File: src/rtl/cdp_intp_arb_pkg.sv
// Shared widths and operand layout for the CDP interpolation arbiter.
package cdp_intp_arb_pkg;

    localparam int IN0_W   = 39;
    localparam int IN1_W   = 38;
    localparam int X0_W    = 17;
    localparam int SCALE_W = 17;
    localparam int SHIFT_W = 6;
    localparam int RES_W   = 17;
    localparam int OP_W    = IN0_W + IN1_W + X0_W + SCALE_W + SHIFT_W;

    typedef struct packed {
        logic [IN0_W-1:0]   in0;
        logic [IN1_W-1:0]   in1;
        logic [X0_W-1:0]    x0;
        logic [SCALE_W-1:0] scale;
        logic [SHIFT_W-1:0] shift;
    } cdp_intp_op_t;

    // Lane-id width; a single-lane build still needs one bit to hold an id.
    function automatic int lane_w(input int nreq);
        return (nreq > 1) ? $clog2(nreq) : 1;
    endfunction

endpackage

File: src/rtl/cdp_intp_tag_fifo.sv
// In-order FIFO of lane ids for operations in flight in the interpolation unit.
module cdp_intp_tag_fifo #(
    parameter  int WIDTH = 2,
    parameter  int DEPTH = 4,
    localparam int AW    = (DEPTH > 1) ? $clog2(DEPTH) : 1,
    localparam int CW    = $clog2(DEPTH + 1)
) (
    input  logic             nvdla_core_clk,
    input  logic             nvdla_core_rstn,
    input  logic             push,
    input  logic [WIDTH-1:0] push_data,
    input  logic             pop,
    output logic             full,
    output logic             empty,
    output logic [WIDTH-1:0] head,
    output logic [CW-1:0]    count
);

    logic [WIDTH-1:0] mem [DEPTH];
    logic [AW-1:0]    wr_ptr;
    logic [AW-1:0]    rd_ptr;

    function automatic logic [AW-1:0] ptr_inc(input logic [AW-1:0] p);
        return (p == AW'(DEPTH - 1)) ? '0 : p + 1'b1;
    endfunction

    always_ff @(posedge nvdla_core_clk or negedge nvdla_core_rstn) begin
        if (!nvdla_core_rstn) begin
            wr_ptr <= '0;
            rd_ptr <= '0;
            count  <= '0;
        end else begin
            if (push) wr_ptr <= ptr_inc(wr_ptr);
            if (pop)  rd_ptr <= ptr_inc(rd_ptr);
            if (push && !pop)
                count <= count + 1'b1;
            else if (pop && !push)
                count <= count - 1'b1;
        end
    end

    always_ff @(posedge nvdla_core_clk) begin
        if (push) mem[wr_ptr] <= push_data;
    end

    // Full comes straight off the count register, so a same-cycle pop never frees a slot early.
    assign full  = (count == CW'(DEPTH));
    assign empty = (count == '0);
    assign head  = mem[rd_ptr];

endmodule

File: src/rtl/cdp_intp_arbiter.sv
// Round-robin issue of lane operands into the shared CDP interpolation unit,
// with in-order steering of results back to the issuing lane.
module cdp_intp_arbiter
    import cdp_intp_arb_pkg::*;
#(
    parameter  int NREQ      = 4,
    parameter  int TAG_DEPTH = 4,
    localparam int LANE_W    = lane_w(NREQ),
    localparam int CNT_W     = $clog2(TAG_DEPTH + 1)
) (
    input  logic                   nvdla_core_clk,
    input  logic                   nvdla_core_rstn,
    input  logic [NREQ-1:0]        req_vld,
    output logic [NREQ-1:0]        req_rdy,
    input  logic [NREQ*OP_W-1:0]   req_pd,
    output logic                   intp_in_vld,
    input  logic                   intp_in_rdy,
    output logic [IN0_W-1:0]       intp_in0_pd,
    output logic [IN1_W-1:0]       intp_in1_pd,
    output logic [X0_W-1:0]        intp_in_pd,
    output logic [SCALE_W-1:0]     intp_in_scale,
    output logic [SHIFT_W-1:0]     intp_in_shift,
    input  logic                   intp_out_vld,
    output logic                   intp_out_rdy,
    input  logic [RES_W-1:0]       intp_out_pd,
    output logic [NREQ-1:0]        rsp_vld,
    input  logic [NREQ-1:0]        rsp_rdy,
    output logic [RES_W-1:0]       rsp_pd,
    output logic [CNT_W-1:0]       inflight_cnt,
    output logic                   tag_err
);

    cdp_intp_op_t      lane_op [NREQ];
    cdp_intp_op_t      sel_op;
    logic [LANE_W-1:0] rr_ptr;
    logic [LANE_W-1:0] gnt_id;
    logic [LANE_W-1:0] sel_id;
    logic [LANE_W-1:0] head_id;
    logic [LANE_W:0]   cand;
    logic              gnt_any;
    logic              can_issue;
    logic              issue;
    logic              pop;
    logic              tag_full;
    logic              tag_empty;

    for (genvar i = 0; i < NREQ; i++) begin : g_unpack
        assign lane_op[i] = req_pd[i*OP_W +: OP_W];
    end

    always_comb begin
        gnt_any = 1'b0;
        gnt_id  = rr_ptr;
        cand    = '0;
        for (int i = 0; i < NREQ; i++) begin
            cand = {1'b0, rr_ptr} + (LANE_W+1)'(i);
            if (cand >= (LANE_W+1)'(NREQ))
                cand = cand - (LANE_W+1)'(NREQ);
            if (!gnt_any && req_vld[cand[LANE_W-1:0]]) begin
                gnt_any = 1'b1;
                gnt_id  = cand[LANE_W-1:0];
            end
        end
    end

    // Valid is only raised together with a tag push; the unit latches its stage-0 valid on vld alone.
    assign can_issue   = intp_in_rdy & ~tag_full;
    assign issue       = can_issue & gnt_any;
    assign intp_in_vld = issue;

    always_comb begin
        req_rdy = '0;
        if (issue) req_rdy[gnt_id] = 1'b1;
    end

    assign sel_id        = issue ? gnt_id : rr_ptr;
    assign sel_op        = lane_op[sel_id];
    assign intp_in0_pd   = sel_op.in0;
    assign intp_in1_pd   = sel_op.in1;
    assign intp_in_pd    = sel_op.x0;
    assign intp_in_scale = sel_op.scale;
    assign intp_in_shift = sel_op.shift;

    always_ff @(posedge nvdla_core_clk or negedge nvdla_core_rstn) begin
        if (!nvdla_core_rstn)
            rr_ptr <= '0;
        else if (issue)
            rr_ptr <= (gnt_id == LANE_W'(NREQ - 1)) ? '0 : gnt_id + 1'b1;
    end

    // With no tag outstanding any result is an orphan: drain it and flag the error.
    always_comb begin
        rsp_vld      = '0;
        intp_out_rdy = 1'b1;
        if (!tag_empty) begin
            rsp_vld[head_id] = intp_out_vld;
            intp_out_rdy     = rsp_rdy[head_id];
        end
    end

    assign pop    = intp_out_vld & intp_out_rdy & ~tag_empty;
    assign rsp_pd = intp_out_pd;

    always_ff @(posedge nvdla_core_clk or negedge nvdla_core_rstn) begin
        if (!nvdla_core_rstn)
            tag_err <= 1'b0;
        else if (intp_out_vld && tag_empty)
            tag_err <= 1'b1;
    end

    cdp_intp_tag_fifo #(
        .WIDTH (LANE_W),
        .DEPTH (TAG_DEPTH)
    ) u_tag_fifo (
        .nvdla_core_clk  (nvdla_core_clk),
        .nvdla_core_rstn (nvdla_core_rstn),
        .push            (issue),
        .push_data       (gnt_id),
        .pop             (pop),
        .full            (tag_full),
        .empty           (tag_empty),
        .head            (head_id),
        .count           (inflight_cnt)
    );

endmodule

File: config.mk
export PLATFORM = sky130hd
export DESIGN_NAME = cdp_intp_arbiter
export DESIGN_NICKNAME = d
export VERILOG_FILES = /design/src/rtl/cdp_intp_arb_pkg.sv /design/src/rtl/cdp_intp_tag_fifo.sv /design/src/rtl/cdp_intp_arbiter.sv
export SDC_FILE = /design/constraint.sdc
export NUM_CORES = 1
export LEC_CHECK = 0
export BUFFER_PORTS_ARGS = -buffer_cell sky130_fd_sc_hd__buf_2
export CORE_AREA = 10 10 242 244
export DETAILED_ROUTE_END_ITERATION = 16
export DIE_AREA = 0 0 252 254
export GPL_TIMING_DRIVEN = 0
export PLACE_DENSITY = 0.33
export SKIP_CTS_REPAIR_TIMING = 1
export SYNTH_ARGS = -nofsm -noshare
export SYNTH_HDL_FRONTEND = slang
export SYNTH_HIERARCHICAL = 1
export SYNTH_SLANG_ARGS = --single-unit
File: constraint.sdc
create_clock -name nvdla_core_clk -period 3.5 [get_ports nvdla_core_clk]
set_input_delay 0.525 -clock nvdla_core_clk [delete_from_list [all_inputs] [get_ports nvdla_core_clk]]
set_output_delay 0.525 -clock nvdla_core_clk [all_outputs]
set_load 0.01 [all_outputs]
==> impl_metrics.json <==
{
  "rows": 85,
  "cts_tree": "done",
  "wl_per_cell_um": 21.2,
  "power.density_nw_per_um2": 703,
  "io_buffers": 627,
  "cts_made_buffers": 3,
  "final_max_slew_viol_count": 0,
  "grt_pass1_vias": 7434,
  "postSynthCellCount": 504,
  "drc": 0,
  "die_h_um": 254,
  "seq_area_frac_synth_pct": 9.43,
  "fin_cells": 1835,
  "cp-end-kind": "primary output",
  "grt_antenna_before_repair": 13,
  "post-dp-hpwl_um": 35100,
  "pwr-share-clk_pct": 3.4,
  "dpl-instance-area_sq_um": 9210,
  "ys_async_sr_fraction_pct": 55.6,
  "multi_input_area_sq_um": 4140,
  "swShare_pct": 50.6,
  "synth-seq-cells": 18,
  "via_per_inst": 3.54,
  "synth_common_cells": "mux2i_1, buf_4, buf_12, dfrtp_1, ha_1",
  "synth_area_sq_um": 5200,
  "num-fill-cells": 6119,
  "yosys_warnings": 6,
  "cp-start-kind": "primary input",
  "slew_headroom_pct": 69.5,
  "critical_path_class": "in -> out",
  "tightest_slew_ns": 0.456,
  "synth_cell_type_count": 38,
  "track_usage_pct": 11.0,
  "synth_edf_count": 8,
  "antenna_left": 0,
  "dieWidth_um": 252,
  "fin_nets": 1647,
  "max_stage_delay_ns": 0.59,
  "clockBufferDepth": 2,
  "routed-via-count": 6493,
  "layout-drive-gt1-share_pct": 61.9,
  "irDropWorstVdd_uv": 223,
  "grt_pass1_wl_um": 52400,
  "gp_congestion": 0.847,
  "power_mw": 6.59,
  "p_leak_nw": 5.29,
  "power_switching_mw": 3.33,
  "areaGrowthSynthToFinish_pct": 80.2,
  "dominantRegCellSynth": "dfrtp_1",
  "clk_latency_ns": 0.25,
  "yosysTopAreaCell": "mux2i_1",
  "start_util_pct": 9.70,
  "core_area_sq_um": 53600,
  "worstHoldPathType": "in -> async",
  "synth_top_area_share_pct": 67.6,
  "dieArea_sq_um": 64000,
  "outcome": "finished, final reports clean",
  "timing.final.crit_period_ns": 3.41,
  "arrival_ns": 2.89,
  "drt_iter0_markers": 215,
  "ctsHtreeMaxLevel": 1,
  "io_pins": 645,
  "cp.required_ns": 2.97,
  "synth_area_per_cell_sq_um": 10.3,
  "cts-root-buf": "clkbuf_16",
  "p_int_mw": 3.26,
  "pwr-share-comb_pct": 90.6,
  "grt.overflow.total": 0,
  "skew_ns": 0.00423,
  "grt_max_degree": 15,
  "post-route-period-util_pct": 97.6,
  "cts_num_sinks": 18,
  "fmax_mhz": 293,
  "setup_violations": 0,
  "hold_viol": 0,
  "maxCapViolCount": 0,
  "dp_cells": 1827,
  "cts.clk_slew.worst_paths_ns": 0.05,
  "synth_area_leaders": "mux2i_1, dfrtp_1, buf_12, edfxtp_1, buf_4",
  "pwr-share-seq_pct": 5.9,
  "design_area_sq_um": 9370,
  "cp_slowest_cell": "or4_4",
  "syn_nets": 1012,
  "drt_first_pass_iters": 4,
  "path_max_fanout": 14,
  "yosysMostFrequentCell": "mux2i_1",
  "regArea_sq_um": 490,
  "cp_cell_sequence": "buf_2 -> or4_4 -> nand2_4 -> inv_4 -> a31oi_2 -> buf_6 -> buf_16 -> buf_12 -> mux2i_1 -> mux2i_1 -> buf_2",
  "wirelength_um": 38800
}
-- final cells by class --
class | instances | share of cell area, %
repair buffers | 630 | 33.7
plain buffers | 56 | 6.34
inverters | 8 | 0.347
multi-input cells | 422 | 44.2
diodes | 1 | 0.0267
flip-flops and latches | 18 | 5.24
well taps | 696 | 9.29
clock inverters | 1 | 0.0401
clock buffers | 3 | 0.801
-- through the flow --
| step | TNS (ns) | hold WS (ns) | worst slack, ns | utilization, % |
|---|---|---|---|---|
| floorplan | 0 | 0.229 | 0.721 | - |
| global placement | -14.96 | 0.404 | -0.403 | 17.2 |
| detailed placement | -15.24 | 0.407 | -0.388 | 17.2 |
| CTS | -19.55 | 0.141 | -0.418 | 17.3 |
| global route | -0.0151 | 0.146 | -0.00723 | 17.5 |
| finish | 0 | 0.133 | 0.0855 | 17.5 |
-- cells in the final DEF (no fill, tap or decap), types with 3 or more instances in the layout --
cell,n
and2_1,6
and3_1,5
buf_12,11
buf_2,634
buf_4,23
buf_6,7
clkbuf_16,3
clkbuf_4,9
dfrtp_1,10
edfxtp_1,8
ha_1,10
inv_1,6
mux2_2,3
mux2i_1,347
nand2_1,7
nor2_1,5
nor2b_1,6
nor3b_1,3
o21ai_0,4
-- worst max-delay path: cells and delay by family --
kind            cells  cell delay (ns)
mux                 2             0.48
compound gates      1             0.15
buf+inv             6             0.99
simple gates        2             0.70
-- per-layer routing --
layer  share of wire, %  track usage (%)  vias up
met5              0.018                0        -
met4               0.93             1.00        2
met3                9.8             3.56       34
met2                 54             21.9      426
met1                 36             11.2     2890
li1                   -                -     3141
-- power groups by stage --
stage	clock, mW	sequential [mW]	combinational [mW]
floorplan	0	0.387	3.82
global placement	0	0.395	6.09
detailed placement	0	0.397	6.07
CTS	0.233	0.395	6.09
global route	0.243	0.409	6.48
finish	0.227	0.392	5.97
-- worst paths after layout --
path | start | end | slack [ns] | depth (start not counted)
worst max-delay path | req_vld[0] | intp_in1_pd[14] | 0.09 | 11
worst min-delay path | nvdla_core_rstn | u_tag_fifo/count[2]$_DFFE_PN0P_ | 0.13 | 1
worst max register to register | u_tag_fifo/rd_ptr[0]$_DFFE_PN0P_ | u_tag_fifo/count[2]$_DFFE_PN0P_ | 0.49 | 10
worst min register to register | tag_err$_DFFE_PN0P_ | tag_err$_DFFE_PN0P_ | 0.46 | 1
max in group asynchronous | nvdla_core_rstn | u_tag_fifo/wr_ptr[1]$_DFFE_PN0P_ | 3.17 | 1
min in group nvdla_core_clk | tag_err$_DFFE_PN0P_ | tag_err$_DFFE_PN0P_ | 0.46 | 1
-- registers in the layout, indices dropped and copies added (netlist names) --
| name | count |
|---|---|
| rr_ptr | 2 |
| tag_err | 1 |
| u_tag_fifo/count | 3 |
| u_tag_fifo/mem | 8 |
| u_tag_fifo/rd_ptr | 2 |
| u_tag_fifo/wr_ptr | 2 |
-- cell families (layout without fill, tap and decap cells) --
group           Yosys count  count (layout)  synth area share [%]
mux                     357             357                  69.7
flops                    18              18                  9.43
xor+xnor                  3               3                 0.505
fa+ha+maj                11              11                  2.79
other cells               0               1                     0
buf+inv                  64             698                  11.7
compound gates           12              12                  1.56
simple gates             39              39                  4.38
Note: power is estimated with default switching activity, not from simulation.
